### config.mk
export PLATFORM = sky130hd
export DESIGN_NAME = fec23_dec_flat
export DESIGN_NICKNAME = d
export VERILOG_FILES = /design/src/rtl/fec23_pkg.sv /design/src/rtl/fec23_dec_if.sv /design/src/rtl/fec23_synd_lut.sv /design/src/rtl/fec23_dec.sv /design/src/flat_wrapper.sv
export SDC_FILE = /design/constraint.sdc
export NUM_CORES = 1
export LEC_CHECK = 0
export ABC_AREA = 1
export CORE_MARGIN = 2
export CORE_UTILIZATION = 45
export DETAILED_ROUTE_END_ITERATION = 16
export PLACE_DENSITY_LB_ADDON = 0.05
export SETUP_SLACK_MARGIN = 0.5
export SYNTH_ARGS = -nofsm -noshare
export SYNTH_HDL_FRONTEND = slang
export SYNTH_SLANG_ARGS = --single-unit
### constraint.sdc
create_clock -name clk_6M -period 2.4 [get_ports clk_6M]
set_input_delay 0.48 -clock clk_6M [delete_from_list [all_inputs] [get_ports clk_6M]]
set_output_delay 0.48 -clock clk_6M [all_outputs]
set_load 0.005 [all_outputs]
### src/rtl/fec23_pkg.sv
`default_nettype none
// ============================================================================
//  Module      : fec23_pkg
//  Description : Shared constants, FSM state type and GF(2) helpers for the
//                (15,10) shortened Hamming decoder, g(D) = D^5+D^4+D^2+1.
//  Revision    : 1.0  initial release
// ============================================================================
package fec23_pkg;

    localparam int         FEC23_N      = 15;
    localparam int         FEC23_K      = 10;
    // Low-order taps of g(D); the D^5 term is implicit in the shift-out.
    localparam logic [4:0] FEC23_G_TAPS = 5'b10101;

    typedef enum logic [0:0] {
        ST_IDLE = 1'b0,
        ST_RX   = 1'b1
    } fec23_state_t;

    // Multiply a residue by x modulo g.
    function automatic logic [4:0] fec23_mul_x(input logic [4:0] i_s);
        return {i_s[3:0], 1'b0} ^ (i_s[4] ? FEC23_G_TAPS : 5'b00000);
    endfunction

    // One syndrome-LFSR step with the received bit injected at the top:
    // fb = s[4]^bit; s <= {fb^s[3], s[2], fb^s[1], s[0], fb}.
    function automatic logic [4:0] fec23_lfsr_step(input logic [4:0] i_s, input logic i_bit);
        logic w_fb;
        w_fb = i_s[4] ^ i_bit;
        return {i_s[3:0], 1'b0} ^ (w_fb ? FEC23_G_TAPS : 5'b00000);
    endfunction

    // Top injection leaves x^5*r(x) mod g in the LFSR. Because x^15 = 1 mod g,
    // ten further multiplications by x recover the plain remainder r(x) mod g,
    // which is the syndrome the single-error table is expressed in.
    function automatic logic [4:0] fec23_to_rem(input logic [4:0] i_s);
        logic [4:0] w_r;
        w_r = i_s;
        for (int i = 0; i < FEC23_N - 5; i++) begin
            w_r = fec23_mul_x(w_r);
        end
        return w_r;
    endfunction

endpackage
`default_nettype wire

### src/rtl/fec23_dec_if.sv
`default_nettype none
// ============================================================================
//  Module      : fec23_dec_if
//  Description : Serial-in / decoded-word-out bundle of the FEC 2/3 decoder.
//                master : bit source / result sink (drives the strobes)
//                slave  : decoder (drives dout, flags, syndrome)
//  Ports       : loadini_p, datvalid_p, shift_in, fec_datin  (master -> slave)
//                dout[9:0], dout_valid, err_corr, err_uncorr,
//                syndrome[4:0]                              (slave -> master)
//  Revision    : 1.0  initial release
// ============================================================================
interface fec23_dec_if;
    import fec23_pkg::*;

    logic               loadini_p;
    logic               datvalid_p;
    logic               shift_in;
    logic               fec_datin;
    logic [FEC23_K-1:0] dout;
    logic               dout_valid;
    logic               err_corr;
    logic               err_uncorr;
    logic [4:0]         syndrome;

    modport master (
        output loadini_p, datvalid_p, shift_in, fec_datin,
        input  dout, dout_valid, err_corr, err_uncorr, syndrome
    );

    modport slave (
        input  loadini_p, datvalid_p, shift_in, fec_datin,
        output dout, dout_valid, err_corr, err_uncorr, syndrome
    );

endinterface
`default_nettype wire

### src/rtl/fec23_synd_lut.sv
`default_nettype none
// ============================================================================
//  Module      : fec23_synd_lut
//  Description : Combinational single-error locator. Maps a syndrome to the
//                codeword index k whose error pattern gives S_k = x^(14-k)
//                mod g. The table is built from FEC23_G_TAPS at elaboration.
//  Ports       : i_syndrome[4:0] in  ; o_hit out ; o_pos[3:0] out
//  Revision    : 1.0  initial release
// ============================================================================
module fec23_synd_lut
    import fec23_pkg::*;
(
    input  wire logic [4:0] i_syndrome,
    output logic            o_hit,
    output logic [3:0]      o_pos
);

    always_comb begin
        logic [4:0] w_pow;
        o_hit = 1'b0;
        o_pos = 4'd0;
        // Walk k = 14 down to 0 while w_pow steps through x^0, x^1, ...
        w_pow = 5'b00001;
        for (int k = FEC23_N - 1; k >= 0; k--) begin
            if (i_syndrome == w_pow) begin
                o_hit = 1'b1;
                o_pos = 4'(k);
            end
            w_pow = fec23_mul_x(w_pow);
        end
    end

endmodule
`default_nettype wire

### src/rtl/fec23_dec.sv
`default_nettype none
// ============================================================================
//  Module      : fec23_dec
//  Description : Serial (15,10) shortened Hamming decoder. Collects 15 bits
//                (10 info, 5 parity) into a syndrome LFSR, corrects a single
//                error and presents the info word one clock after the last
//                bit. Blocks run back to back; loadini_p re-aligns.
//  Ports       : clk_6M            in   block clock
//                rst               in   asynchronous active-high reset
//                bus               slave modport of fec23_dec_if
//                corr_cnt          out  corrected-block count (stats build)
//                uncorr_cnt        out  uncorrectable-block count (stats build)
//  Config      : FEC23_DEC_STATS_EN - when defined, adds the saturating
//                statistics counters and their ports.
//  Revision    : 1.0  initial release
// ============================================================================
module fec23_dec
    import fec23_pkg::*;
#(
    parameter int CNT_W = 8
) (
    input  wire logic       clk_6M,
    input  wire logic       rst,
    fec23_dec_if.slave      bus
`ifdef FEC23_DEC_STATS_EN
    ,
    output logic [CNT_W-1:0] corr_cnt,
    output logic [CNT_W-1:0] uncorr_cnt
`endif
);

    fec23_state_t       r_state;
    fec23_state_t       w_state_nxt;
    logic               w_accept;

    logic [3:0]         r_cnt;
    logic [4:0]         r_lfsr;
    logic [FEC23_K-1:0] r_buf;

    logic [FEC23_K-1:0] r_dout;
    logic               r_dout_valid;
    logic               r_err_corr;
    logic               r_err_uncorr;
    logic [4:0]         r_syndrome;

    logic               w_last;
    logic [4:0]         w_lfsr_nxt;
    logic [4:0]         w_syn;
    logic               w_hit;
    logic [3:0]         w_pos;
    logic               w_uncorr;
    logic [FEC23_K-1:0] w_flip;

    // ------------------------------------------------------------------ FSM
    always_ff @(posedge clk_6M or posedge rst) begin
        if (rst) begin
            r_state <= ST_IDLE;
        end else begin
            r_state <= w_state_nxt;
        end
    end

    always_comb begin
        w_state_nxt = r_state;
        w_accept    = 1'b0;
        case (r_state)
            ST_IDLE: begin
                if (bus.loadini_p) begin
                    w_state_nxt = ST_RX;
                end
            end
            ST_RX: begin
                // A coincident loadini_p wins and the bit is dropped.
                w_accept = bus.shift_in & bus.datvalid_p & ~bus.loadini_p;
            end
            default: begin
                w_state_nxt = ST_IDLE;
            end
        endcase
    end

    // ------------------------------------------------------- decode datapath
    assign w_last     = w_accept && (r_cnt == 4'(FEC23_N - 1));
    assign w_lfsr_nxt = fec23_lfsr_step(r_lfsr, bus.fec_datin);
    assign w_syn      = fec23_to_rem(w_lfsr_nxt);

    fec23_synd_lut u_synd_lut (
        .i_syndrome (w_syn),
        .o_hit      (w_hit),
        .o_pos      (w_pos)
    );

    assign w_uncorr = (w_syn != 5'd0) && !w_hit;
    // Parity-bit errors (k >= 10) are flagged but leave the info word alone.
    assign w_flip   = (w_hit && (w_pos < 4'(FEC23_K)))
                    ? ({{(FEC23_K-1){1'b0}}, 1'b1} << w_pos)
                    : '0;

    always_ff @(posedge clk_6M or posedge rst) begin
        if (rst) begin
            r_cnt  <= 4'd0;
            r_lfsr <= 5'd0;
            r_buf  <= '0;
        end else if (bus.loadini_p) begin
            r_cnt  <= 4'd0;
            r_lfsr <= 5'd0;
        end else if (w_accept) begin
            if (r_cnt < 4'(FEC23_K)) begin
                r_buf[r_cnt] <= bus.fec_datin;
            end
            if (w_last) begin
                r_cnt  <= 4'd0;
                r_lfsr <= 5'd0;
            end else begin
                r_cnt  <= r_cnt + 4'd1;
                r_lfsr <= w_lfsr_nxt;
            end
        end
    end

    // The last bit is parity, so r_buf already holds the complete info word.
    always_ff @(posedge clk_6M or posedge rst) begin
        if (rst) begin
            r_dout       <= '0;
            r_dout_valid <= 1'b0;
            r_err_corr   <= 1'b0;
            r_err_uncorr <= 1'b0;
            r_syndrome   <= 5'd0;
        end else begin
            r_dout_valid <= w_last;
            if (w_last) begin
                r_dout       <= r_buf ^ w_flip;
                r_err_corr   <= w_hit;
                r_err_uncorr <= w_uncorr;
                r_syndrome   <= w_syn;
            end
        end
    end

    assign bus.dout       = r_dout;
    assign bus.dout_valid = r_dout_valid;
    assign bus.err_corr   = r_err_corr;
    assign bus.err_uncorr = r_err_uncorr;
    assign bus.syndrome   = r_syndrome;

    // ------------------------------------------------------------ statistics
`ifdef FEC23_DEC_STATS_EN
    logic [CNT_W-1:0] r_corr_cnt;
    logic [CNT_W-1:0] r_uncorr_cnt;

    // Counted on the same edge that raises dout_valid; saturating.
    always_ff @(posedge clk_6M or posedge rst) begin
        if (rst) begin
            r_corr_cnt   <= '0;
            r_uncorr_cnt <= '0;
        end else if (w_last) begin
            if (w_hit && (r_corr_cnt != '1)) begin
                r_corr_cnt <= r_corr_cnt + 1'b1;
            end
            if (w_uncorr && (r_uncorr_cnt != '1)) begin
                r_uncorr_cnt <= r_uncorr_cnt + 1'b1;
            end
        end
    end

    assign corr_cnt   = r_corr_cnt;
    assign uncorr_cnt = r_uncorr_cnt;
`else
    // CNT_W only sizes the statistics counters, which this build omits.
    if (CNT_W < 1) begin : g_no_stats
    end
`endif

endmodule
`default_nettype wire

### src/flat_wrapper.sv
// flat-port wrapper written by rule: the top's interface ports become plain ports
module fec23_dec_flat import fec23_pkg::*;
#(
    parameter int CNT_W = 8
)
  (clk_6M, rst, bus_loadini_p, bus_datvalid_p, bus_shift_in, bus_fec_datin, bus_dout, bus_dout_valid, bus_err_corr, bus_err_uncorr, bus_syndrome);
  fec23_dec_if bus_i ();
  input  wire logic clk_6M;
  input  wire logic rst;
  input wire logic [$bits(bus_i.loadini_p)-1:0] bus_loadini_p;
  input wire logic [$bits(bus_i.datvalid_p)-1:0] bus_datvalid_p;
  input wire logic [$bits(bus_i.shift_in)-1:0] bus_shift_in;
  input wire logic [$bits(bus_i.fec_datin)-1:0] bus_fec_datin;
  output wire logic [$bits(bus_i.dout)-1:0] bus_dout;
  output wire logic [$bits(bus_i.dout_valid)-1:0] bus_dout_valid;
  output wire logic [$bits(bus_i.err_corr)-1:0] bus_err_corr;
  output wire logic [$bits(bus_i.err_uncorr)-1:0] bus_err_uncorr;
  output wire logic [$bits(bus_i.syndrome)-1:0] bus_syndrome;
  assign bus_i.loadini_p = bus_loadini_p;
  assign bus_i.datvalid_p = bus_datvalid_p;
  assign bus_i.shift_in = bus_shift_in;
  assign bus_i.fec_datin = bus_fec_datin;
  assign bus_dout = bus_i.dout;
  assign bus_dout_valid = bus_i.dout_valid;
  assign bus_err_corr = bus_i.err_corr;
  assign bus_err_uncorr = bus_i.err_uncorr;
  assign bus_syndrome = bus_i.syndrome;
  fec23_dec #(.CNT_W(CNT_W)) u_core (.clk_6M(clk_6M), .rst(rst), .bus(bus_i));
endmodule
Yosys cells after proc, flatten, opt, wreduce, memory -nomap -nowiden
Cells that the tools add are included.
{ "word_totals": {"rom_bits": 0, "ff_bits": 38, "latch_bits": 0, "output_inout_bits": 18, "memories": 0, "word_cells": 109, "mem_bits_rw": 0, "inputBits": 6} }
{ "op_classes": {"div": 0, "addsub": 1, "n_lt_le_gt_ge": 4, "n_eq_ne": 16, "bitwise": 16, "reduce_logical": 8, "muxes": 54, "shift": 1, "multipliers": 0} }
{ "ops": {"columns": ["op", "count"], "rows": [
  ["4-bit two-way mux", 18],
  ["5-bit two-way mux", 14],
  ["5-bit XOR", 11],
  ["5-bit equality test, second input constant", 7],
  ["5-bit by 4-bit equality test with 1-bit output, second input constant", 4],
  ["1-bit two-way mux", 19],
  ["10-bit bitwise mux", 1],
  ["5-bit by 3-bit equality test with 1-bit output, second input constant", 2],
  ["10-bit two-way mux", 1],
  ["1-bit by 4-bit << shifter with 10-bit output, first input constant", 1],
  ["10-bit XOR", 1],
  ["4-bit less-than comparator, second input constant", 2],
  ["5-bit by 1-bit equality test with 1-bit output, second input constant", 1],
  ["5-bit by 2-bit equality test with 1-bit output, second input constant", 1],
  ["4-bit by 5-bit less-than comparator with 1-bit output, second input constant", 1],
  ["5-bit nonzero test", 1],
  ["4-bit by 1-bit adder with 4-bit output, second input constant", 1],
  ["1-bit demux with 4-bit select", 1],
  ["4-bit equality test, second input constant", 1],
  ["4-bit by 1-bit greater-or-equal comparator with 1-bit output, second input constant", 1],
  ["1-bit logical AND", 4],
  ["3-bit AND reduction", 1],
  ["1-bit AND", 2],
  ["2-bit nonzero test", 1],
  ["other kinds (3)", 3]
]} }

Depth between registers and ports, before layout
Gate-level depths: netlist (run 1).
{ "depth": {"ltp_word": 43, "depth_mapped": 12, "depth_no_buf": 12} }

By module
A second synthesis (run 1) with hierarchy kept.
{ "hier_totals": {"cells_unflattened": 320, "area_unflattened_um2": 2299.7} }
{ "by_module_without_submodules": {"columns": ["mod", "cells_each", "area_per_inst_um2", "seq_area_each_um2", "instances"], "rows": [
  ["fec23_dec", 272, 2045.7, 950.9, 1],
  ["fec23_synd_lut", 48, 254.0, 0.0, 1]
]} }

Least setup slack after synthesis (run 1)
OpenSTA, ideal clock, no wires.
{ "synth_path": {"path_kind": "input -> register", "startpoint": "input port bus_fec_datin", "endpoint": "register u_core.r_err_uncorr, in the netlist u_core.bus.err_uncorr", "t_arrival_ns": 1.325, "required_time_ns": 2.283, "setup_time_ns": 0.117, "slack_ns": 0.957, "n_path_buf": 0, "stages": 11, "cell_sequence": "inv_1 > nand2_1 > nand3_1 > nand2_2 > nand3_1 > nor2_1 > nor2_1 > nand2_1 > nor2_2 > nand3_1 > nand2_1"} }
{ "synth_via": {"elab_chain_len": 41, "word_cells_on_any_way": 56, "cone_classes": "15 x eq/ne; 26 x mux; 12 x bitwise; 3 x reduce/logical"} }
{ "synth_rtl": {"columns": ["element", "line", "rtl"], "rows": [
  ["from (decl)", "flat_wrapper.sv:13", "input wire logic [$bits(bus_i.fec_datin)-1:0] bus_fec_datin;"],
  ["1-bit XOR (*)", "fec23_pkg.sv:29", "w_fb = i_s[4] ^ i_bit;"],
  ["5-bit two-way mux (*)", "fec23_pkg.sv:30", "return {i_s[3:0], 1'b0} ^ (w_fb ? FEC23_G_TAPS : 5'b00000);"],
  ["5-bit XOR (*)", "fec23_pkg.sv:30", null],
  ["5-bit two-way mux", "fec23_pkg.sv:22", "return {i_s[3:0], 1'b0} ^ (i_s[4] ? FEC23_G_TAPS : 5'b00000);"],
  ["5-bit XOR (*)", "fec23_pkg.sv:22", null],
  ["5-bit two-way mux", "fec23_pkg.sv:22", null],
  ["5-bit XOR (*)", "fec23_pkg.sv:22", null],
  ["5-bit two-way mux", "fec23_pkg.sv:22", null],
  ["[11 not listed]", null, null],
  ["5-bit two-way mux", "fec23_pkg.sv:22", null],
  ["5-bit XOR (*)", "fec23_pkg.sv:22", null],
  ["5-bit two-way mux", "fec23_pkg.sv:22", null],
  ["5-bit XOR (*)", "fec23_pkg.sv:22", null],
  ["5-bit by 1-bit equality test with 1-bit output", "fec23_synd_lut.sv:25", "if (i_syndrome == w_pow) begin"],
  ["1-bit two-way mux (15 in a row)", "fec23_synd_lut.sv:25", null],
  ["1-bit zero test", "fec23_dec.sv:93", "assign w_uncorr = (w_syn != 5'd0) && !w_hit;"],
  ["1-bit logical AND (*)", "fec23_dec.sv:93", null],
  ["to (signal assigned)", "fec23_dec.sv:134", "r_err_uncorr <= w_uncorr;"],
  ["to (decl)", "fec23_dec.sv:43", "logic r_err_uncorr;"]
]} }
Every way passes the cells marked *; elsewhere a longest branch is shown, timed or not.
A chain may end at the register's enable or synchronous reset.

Worst setup path after layout (run 1)
{ "layout_path": {"startpoint": "input port bus_fec_datin", "endpoint": "register u_core.r_dout[4], in the netlist u_core.bus.dout[4]"} }
{ "layout_via": {"elab_chain_len": 43, "word_cells_on_any_way": 73, "cone_classes": "1 x order compare; 15 x eq/ne; 1 x shift; 42 x mux; 13 x bitwise; 1 x reduce/logical"} }
{ "layout_rtl": {"columns": ["element", "line", "rtl"], "rows": [
  ["1-bit XOR (*)", "fec23_pkg.sv:29", null],
  ["5-bit two-way mux (*)", "fec23_pkg.sv:30", null],
  ["5-bit XOR (*)", "fec23_pkg.sv:30", null],
  ["5-bit two-way mux", "fec23_pkg.sv:22", null],
  ["5-bit XOR (*)", "fec23_pkg.sv:22", null],
  ["5-bit two-way mux", "fec23_pkg.sv:22", null],
  ["5-bit XOR (*)", "fec23_pkg.sv:22", null],
  ["5-bit two-way mux", "fec23_pkg.sv:22", null],
  ["[13 not listed]", null, null],
  ["5-bit two-way mux", "fec23_pkg.sv:22", null],
  ["5-bit XOR (*)", "fec23_pkg.sv:22", null],
  ["5-bit by 1-bit equality test with 1-bit output", "fec23_synd_lut.sv:25", null],
  ["4-bit two-way mux (15 in a row)", "fec23_synd_lut.sv:25", null],
  ["4-bit less-than comparator", "fec23_dec.sv:95", "assign w_flip = (w_hit && (w_pos < 4'(FEC23_K)))"],
  ["1-bit logical AND", "fec23_dec.sv:95", null],
  ["10-bit two-way mux (*)", "fec23_dec.sv:96", "? ({{(FEC23_K-1){1'b0}}, 1'b1} << w_pos)"],
  ["10-bit XOR (*)", "fec23_dec.sv:132", "r_dout <= r_buf ^ w_flip;"],
  ["to (signal assigned)", "fec23_dec.sv:132", null],
  ["to (decl)", "fec23_dec.sv:40", "logic [FEC23_K-1:0] r_dout;"]
]} }
Marks and branches as above.

==> results of run 1 <==
-- cells in the final DEF (no fill, tap or decap), types with 2 or more instances in the layout --
master	instances
sky130_fd_sc_hd__nand2_2	7
sky130_fd_sc_hd__o22ai_1	5
sky130_fd_sc_hd__dfrtp_1	38
sky130_fd_sc_hd__inv_2	5
sky130_fd_sc_hd__o21ai_1	9
sky130_fd_sc_hd__nand3_1	9
sky130_fd_sc_hd__clkbuf_8	5
sky130_fd_sc_hd__nand2_1	62
sky130_fd_sc_hd__nand3_2	5
sky130_fd_sc_hd__ha_1	4
sky130_fd_sc_hd__clkinv_2	2
sky130_fd_sc_hd__o21ai_0	18
sky130_fd_sc_hd__inv_1	15
sky130_fd_sc_hd__xnor2_1	12
sky130_fd_sc_hd__clkdlybuf4s50_1	23
sky130_fd_sc_hd__buf_4	6
sky130_fd_sc_hd__xor2_1	4
sky130_fd_sc_hd__nand3_4	3
sky130_fd_sc_hd__nor2_2	4
sky130_fd_sc_hd__nand4_1	4
sky130_fd_sc_hd__nor2_4	4
sky130_fd_sc_hd__or2_2	2
sky130_fd_sc_hd__nor2_1	21
-- state kept, by name, indices dropped and copies added, names as in the netlist --
name and flops:
u_core.r_buf 10, u_core.r_state 1, u_core.r_cnt 4, u_core.bus.err_uncorr 1
u_core.bus.syndrome 5, u_core.bus.dout 10, u_core.r_lfsr 5, u_core.bus.dout_valid 1
u_core.bus.err_corr 1
-- per-layer routing --
layer | part of all wire | track usage | vias up
met5 | 0 | 0 | -
li1 | - | - | 842
met2 | 0.46 | 0.279 | 40
met4 | 0.0058 | 0.0797 | 0
met3 | 0.037 | 0.0442 | 2
met1 | 0.50 | 0.276 | 732
-- cell families (layout without fill, tap and decap cells) --
family | after synthesis | count (layout)
AND/OR/NAND/NOR | 122 | 122
XOR/XNOR | 16 | 16
AO/OA/AOI/OAI | 35 | 35
buffers and inverters | 29 | 58
adder cells (fa/ha/maj) | 4 | 4
flip-flops | 38 | 38
-- critical path: cells and delay by family --
| kind | cells | cell delay [ns] |
|---|---|---|
| buffers and inverters | 3 | 0.72 |
| AOI/OAI and AO/OA | 1 | 0.07 |
| xor gates and xnor gates | 1 | 0.11 |
| and+or+nand+nor | 5 | 0.58 |
-- worst paths after layout --
| kind | startpoint | to | cells after the start | slack, ns |
|---|---|---|---|---|
| min in group asynchronous | rst | u_core.bus.dout[1]$_DFFE_PP0P_ | 3 | 0.60 |
| worst min register to register | u_core.r_state$_DFF_PP0_ | u_core.r_state$_DFF_PP0_ | 1 | 0.47 |
| worst max-delay path | bus_fec_datin | u_core.bus.dout[4]$_DFFE_PP0P_ | 10 | 0.62 |
| worst min-delay path | u_core.r_state$_DFF_PP0_ | u_core.r_state$_DFF_PP0_ | 1 | 0.47 |
| worst max register to register | u_core.r_lfsr[3]$_DFFE_PP0P_ | u_core.bus.err_uncorr$_DFFE_PP0P_ | 11 | 0.70 |
| max in group asynchronous | rst | u_core.bus.err_uncorr$_DFFE_PP0P_ | 3 | 1.46 |
-- power breakdown --
part | total [mW] | internal, mW | switching [mW]
combinational | 0.162 | 0.0587 | 0.103
sequential | 0.677 | 0.659 | 0.0183
clock | 0.537 | 0.306 | 0.231
-- area by class of cell --
class,instances,area [sq um]
clock inverters,3,40.0
multi-input cells,177,1000
clock buffers,5,68.8
fillers,432,1840
repair buffers,29,275
flip-flops and latches,38,951
inverters,21,81.3
well taps,52,65.1
-- stage by stage --
stage	power (mW)	hold slack [ns]	utilization	setup WS (ns)	area (sq um)
after global placement	0.838	0.462	0.528	0.280	2280
after CTS	1.38	0.482	0.553	0.531	2390
after detailed placement	0.838	0.462	0.528	0.220	2280
final	1.38	0.475	0.575	0.616	2480
after global routing	1.45	0.519	0.575	0.485	2480
after floorplan	0.795	0.437	-	0.957	2000
-- timing repair --
| action | in CTS | in global routing |
|---|---|---|
| buffers inserted | 0 | 2 |
| endpoints found under the setup margin | 0 | 7 |
| resized for setup | 0 | 17 |
==> run summary, run 1 <==
CLOCK TREE
------------------------------------------------------------------------------------------
Source-to-sink clock delay at the later pin of the worst-skew pair                 0.29 ns
Max Buffers Root-to-Sink                                                                 2
Num Clock Sinks                                                                         38
Number of levels in the clock H-tree                                                     2
TritonCTS Buffers                                                                        5
TritonCTS clock tree                                                                   yes
Total of hold buffers inserted after clock tree synthesis                                0
Clk slew on worst S/H paths                                                        0.08 ns
Clk Tree Root Cell                                                            sky130_fd_sc_hd__clkbuf_8

SYNTH
------------------------------------------------------------------------------------------
Number of synthesized flops with an enable pin                                           0
Cells after synthesis                                                                  244
Total nets after synthesis                                                             254
Per-instance average area after synthesis                                       8.18 sq um
Sequential cell area fraction in the yosys report                                    0.476
Synthesis-stage register bit count                                                      38
Post-synth top cells                                                          sky130_fd_sc_hd__nand2_1 (63), sky130_fd_sc_hd__dfrtp_1 (38), sky130_fd_sc_hd__nor2_1 (26)
Share of the synthesized area in compound gates (AO/OA/AOI/OAI)                     0.0959
Most used standard cell by instance count after synthesis                     sky130_fd_sc_hd__nand2_1
Synthesis Warnings                                                                       0
Netlist cell types                                                                      24
Largest cells by area after synthesis                                         sky130_fd_sc_hd__dfrtp_1 (48%), sky130_fd_sc_hd__nand2_1 (12%), sky130_fd_sc_hd__xnor2_1 (5.3%), sky130_fd_sc_hd__nor2_1 (4.9%), sky130_fd_sc_hd__o21ai_0 (4.5%)
Cell taking the most area after synthesis                                     sky130_fd_sc_hd__dfrtp_1
Portion of netlist area occupied by mux cells                                            0
Proportion of netlist area held by the largest area contributor                      0.476
Async SR Flop Fraction                                                                1.00
Share of synthesized cell area in full adder, half adder and majority cells         0.0251
Post-synthesis share of cell area spent on and, or, nand and nor gates               0.273
Synth Flop Type                                                               sky130_fd_sc_hd__dfrtp_1
Area share of xor/xnor cells in the synthesized design                              0.0702
Post-Synthesis Cell Area                                                        2000 sq um
Combinational family with the most area after synthesis                       simple AND/OR/NAND/NOR gates

FLOORPLAN
------------------------------------------------------------------------------------------
Initial cell density of the core                                                     0.462
Die outline width                                                             70.6 microns
Count of standard-cell rows                                                             24
Die Area                                                                        4990 sq um
I/O pin total                                                                           24
Die extent in y                                                               70.6 microns
Core region area                                                                4320 sq um

TIMING
------------------------------------------------------------------------------------------
Final-report hold violation count                                                        0
Total Negative Setup Slacks                                                           0 ns
Setup repair after global routing missed its margin                                     no
Final max-slew violation count                                                           0
Relative max-transition margin                                                       0.678
Max Clock Skew                                                                  0.00533 ns
Count of endpoints failing setup in the final report                                     0
Worst slew pin tran                                                               0.483 ns
Crit share post-route                                                                0.743
FMAX                                                                             0.561 GHz
Time the final worst path needs with I/O delays and setup                          1.78 ns

WORST SETUP PATH
------------------------------------------------------------------------------------------
Master of the slowest instance on the critical path                           sky130_fd_sc_hd__clkdlybuf4s50_1
Data arrival time at the worst-slack endpoint                                      1.96 ns
Crit-path cells                                                               clkdlybuf4s50_1 > inv_1 > nand2_1 > nand3_4 > nand2_4 > nand3_2 > nor2_2 > buf_4 > xnor2_1 > o21ai_1
Critical path fanouts, max                                                               5
Delay of the slowest cell on the worst path                                        0.51 ns
Category of the worst setup path launch point                                   input port
Worst setup path class                                                              in2reg
Kind of end point of the critical path                                                flop
Data required time at the worst endpoint                                           2.57 ns

FINISH
------------------------------------------------------------------------------------------
Area growth from synthesis to final layout                                           24.4%
Count of non-filler cells in the finished layout                                       325
Final #Nets                                                                            282
Proportion of layout cells with a drive suffix above 1                               0.168
ANT cells                                                                                0

GLOBAL ROUTE
------------------------------------------------------------------------------------------
Final global-route overflow total                                                        0
Vias in the first global route                                                        1555
Maximum number of pins on one net before global-route repair                            39
Antenna violations before repair                                                         0
Wire length of the first global-routing pass                                  7470 microns
Aggregate global-route resource usage                                                0.191

PLACEMENT
------------------------------------------------------------------------------------------
Final estimated routing congestion in global placement                               0.806
Placed Instances                                                                       315
Number of port buffers                                                                  23
Placed wire-length estimate                                                   3060 microns

DRT
------------------------------------------------------------------------------------------
Initial DRC Count                                                                       60
Via density per instance                                                              4.97
Routed length per placed instance                                             13.2 microns
Post-detailed-route count of antenna-violating nets                                      0
Post-Route WL                                                                 4280 microns
DRC violation count after routing                                                        0
Via count                                                                             1616
First-pass detailed-route iteration total                                                4

JOB
------------------------------------------------------------------------------------------
Max-cap violation count                                                                  0

POWER
------------------------------------------------------------------------------------------
Power density over cell area                                                   554 nW/um^2
IR Drop Worst-Case VDD                                                            0.266 mV
Leak Pwr                                                                           1.08 nW

MIN PATH
------------------------------------------------------------------------------------------
Worst hold path type                                                               reg2reg

RUN STATUS
------------------------------------------------------------------------------------------
Result of the run                                                             complete, no violations

No activity file was read; power rests on OpenSTA's default activity.
==> inputs of run 2 (changes only) <==
- clock period: 2.4 -> 1.7 ns (I/O delays scaled with it)
==> run 2 against run 1 <==
Against the previous run: combinational power increased to 2.7 times the previous value; wire length increased by 46%; highest routed layer unchanged; hold slack got worse by 0.049 ns.
==> run summary, run 2 (same netlist as run 1, synthesis figures left out) <==
RUN STATUS
---------------------------------------------------------------------------------
Result of the run                                                    complete, no violations   unchanged

DRT
---------------------------------------------------------------------------------
Initial DRC Count                                                             137   was 60
First-pass detailed-route iteration total                                       4   unchanged
Post-detailed-route count of antenna-violating nets                             0   unchanged
Via count                                                                    1994   was 1616
Post-Route WL                                                        6240 microns   was 4280 microns
DRC violation count after routing                                               0   unchanged
Routed length per placed instance                                    16.2 microns   was 13.2 microns
Via density per instance                                                     5.17   was 4.97

GLOBAL ROUTE
---------------------------------------------------------------------------------
Final global-route overflow total                                               0   unchanged
Antenna violations before repair                                                0   unchanged
Maximum number of pins on one net before global-route repair                   39   unchanged
Met1 track demand over resource                                             0.290   was 0.276
Vias in the first global route                                               1860   was 1555
Wire length of the first global-routing pass                         8780 microns   was 7470 microns
Grt peak-use layer                                                           met2   unchanged
Aggregate global-route resource usage                                       0.225   was 0.191
Met3 capacity usage during global routing                                  0.0484   was 0.0442
GR met2 Demand/Resource                                                     0.377   was 0.279

CLOCK TREE
---------------------------------------------------------------------------------
Num Clock Sinks                                                                38   unchanged
Total of hold buffers inserted after clock tree synthesis                       0   unchanged
Max Buffers Root-to-Sink                                                        2   unchanged
Number of levels in the clock H-tree                                            2   unchanged
Clk slew on worst S/H paths                                               0.09 ns   was 0.08 ns
TritonCTS clock tree                                                          yes   unchanged
Clk Tree Root Cell                                                   sky130_fd_sc_hd__clkbuf_8   unchanged
Source-to-sink clock delay at the later pin of the worst-skew pair        0.30 ns   was 0.29 ns
TritonCTS Buffers                                                               5   unchanged

MIN PATH
---------------------------------------------------------------------------------
Worst hold path type                                                     in2async   was reg2reg

WORST SETUP PATH
---------------------------------------------------------------------------------
Reg2reg end                                                          u_core.bus.err_corr$_DFFE_PP0P_   was u_core.bus.err_uncorr$_DFFE_PP0P_
Worst setup path class                                                    reg2reg   was in2reg
Critical Path Most Common Cell                                       sky130_fd_sc_hd__nand2_4
Delay of the slowest cell on the worst path                               0.44 ns   was 0.51 ns
Slack of the worst reg-to-reg path                                        0.10 ns   was 0.70 ns
End point of the critical path                                       u_core.bus.err_corr$_DFFE_PP0P_   was u_core.bus.dout[4]$_DFFE_PP0P_
Kind of end point of the critical path                                       flop   unchanged
Crit-path cells                                                      inv_2 > nand2_4 > nand2_4 > nand2_4 > nand2_4 > nand2_1 > nor2_1 > nor2_1 > nand2_1 > nor2_2 > a21boi_1   was clkdlybuf4s50_1 > inv_1 > nand2_1 > nand3_4 > nand2_4 > nand3_2 > nor2_2 > buf_4 > xnor2_1 > o21ai_1
Reg2Reg Launch Point                                                 u_core.r_lfsr[2]$_DFFE_PP0P_   was u_core.r_lfsr[3]$_DFFE_PP0P_
Master of the slowest instance on the critical path                  sky130_fd_sc_hd__dfrtp_1   was sky130_fd_sc_hd__clkdlybuf4s50_1
Critical path fanouts, max                                                      4   was 5
Critical Path Start                                                  u_core.r_lfsr[2]$_DFFE_PP0P_   was bus_fec_datin
Data required time at the worst endpoint                                  1.92 ns   was 2.57 ns
Worst-case reg-to-reg path depth                                               11   unchanged
Data arrival time at the worst-slack endpoint                             1.81 ns   was 1.96 ns
Category of the worst setup path launch point                                flop   was input port

TIMING
---------------------------------------------------------------------------------
Relative max-transition margin                                              0.817   was 0.678
Time the final worst path needs with I/O delays and setup                 1.60 ns
Final max-slew violation count                                                  0   unchanged
FMAX                                                                    0.627 GHz
Crit share post-route                                                       0.938
Total Negative Setup Slacks                                                  0 ns   unchanged
Max Clock Skew                                                         0.00777 ns   was 0.00533 ns
Setup repair after global routing missed its margin                           yes   was no
Final-report hold violation count                                               0   unchanged
Worst slew pin tran                                                      0.273 ns   was 0.483 ns
Count of endpoints failing setup in the final report                            0   unchanged

FLOORPLAN
---------------------------------------------------------------------------------
I/O pin total                                                                  24   unchanged
Initial cell density of the core                                            0.462   unchanged
Die outline width                                                    70.6 microns   unchanged
Core region area                                                       4320 sq um   unchanged
Die extent in y                                                      70.6 microns   unchanged
Count of standard-cell rows                                                    24   unchanged
Die Area                                                               4990 sq um   unchanged

PLACEMENT
---------------------------------------------------------------------------------
Placed wire-length estimate                                          3160 microns   was 3060 microns
Final estimated routing congestion in global placement                      0.825   was 0.806
Number of port buffers                                                         23   unchanged

FINISH
---------------------------------------------------------------------------------
Area growth from synthesis to final layout                                  75.0%   was 24.4%
Proportion of layout cells with a drive suffix above 1                      0.599   was 0.168
Multi-input gate area in the final layout                              1470 sq um   was 1000 sq um
ANT cells                                                                       0   unchanged
Sequential cell area                                                    957 sq um   was 951 sq um
Filler instances                                                              260   was 432
Commonest non-fill, non-tap cell in the layout                       sky130_fd_sc_hd__buf_4   was sky130_fd_sc_hd__nand2_1
Most used cells in the layout excluding fill and tap cells           sky130_fd_sc_hd__buf_4 (47), sky130_fd_sc_hd__nand2_1 (40), sky130_fd_sc_hd__dfrtp_1 (33)   was sky130_fd_sc_hd__nand2_1 (62), sky130_fd_sc_hd__dfrtp_1 (38), sky130_fd_sc_hd__clkdlybuf4s50_1 (23)
Final #Nets                                                                   343   was 282

POWER
---------------------------------------------------------------------------------
Power density over cell area                                          674 nW/um^2   was 554 nW/um^2
Total Power                                                               2.35 mW   was 1.38 mW
Leak Pwr                                                                  1.54 nW   was 1.08 nW
IR Drop Worst-Case VDD                                                   0.426 mV   was 0.266 mV

JOB
---------------------------------------------------------------------------------
Max-cap violation count                                                         0   unchanged

run 2: changes by cell type in the layout (fill, tap and decap cells not counted), sizes merged:
cell           delta
buf              +77
clkdlybuf4s50    -22
dlygate4sd2       +3
inv               -3
clkbuf            +2
bufinv            +1
clkdlybuf4s15     +1
clkinv            +1
clkinvlp          +1
run 2: per-layer routing:
metal | routed length [microns] | up-vias
met1 | 2570 | 955
met3 | 315 | 16
li1 | - | 959
met2 | 3200 | 64
met4 | 149 | 0
met5 | 0 | -
run 2: worst min path at each step:
stage                                               endpoint                          startpoint  depth (start not counted)
after floorplan               u_core.bus.dout[0]$_DFFE_PP0P_                                 rst                          1
after global placement    u_core.bus.syndrome[0]$_DFFE_PP0P_  u_core.bus.syndrome[0]$_DFFE_PP0P_                          2
after detailed placement            u_core.r_state$_DFF_PP0_            u_core.r_state$_DFF_PP0_                          1
after CTS                     u_core.bus.dout[4]$_DFFE_PP0P_                                 rst                          3
after global routing          u_core.bus.dout[4]$_DFFE_PP0P_                                 rst                          3
final                         u_core.bus.dout[5]$_DFFE_PP0P_                                 rst                          3
run 2: cell type report:
cell class / instances / area share
clock buffers: 5 / 0.0197
repair buffers: 90 / 0.217
flip-flops and latches: 38 / 0.274
inverters: 21 / 0.0315
well taps: 52 / 0.0186
multi-input cells: 177 / 0.419
clock inverters: 3 / 0.0197
run 2: what timing repair did:
action                                  CTS  global route
pin swaps                                20            30
buffers inserted                         34            15
cloned                                    0             3
endpoints found under the setup margin   55            36
resized for setup                       142            80
endpoints found under the hold margin     0             0
run 2: stage by stage:
stage          hold WS [ns]  cell area [sq um]   util  worst slack (ns)  cells
2_1_floorplan         0.306               2100      -             0.357    244
3_3_place_gp          0.454               2460  0.569            -0.238    326
3_5_place_dp          0.459               2460  0.569            -0.292    326
4_1_cts               0.447               3000  0.694             0.212    368
5_1_grt               0.451               3490  0.808            0.0484    386
6_report              0.426               3490  0.808             0.105    386
run 2: critical path, delay by kind of cell, from the launching register on:
kind                   cells  cell delay, ns
AND/OR/NAND/NOR            9            0.77
buffers and inverters      1            0.13
flip-flops                 1            0.44
AO/OA/AOI/OAI              1            0.15
run 2: power by group:
group          switching [mW]  internal (mW)  leakage (nW)  total (mW)
logic                   0.243          0.197         0.964       0.440
registers              0.0303          0.931         0.512       0.961
clock network           0.364          0.589        0.0683       0.953
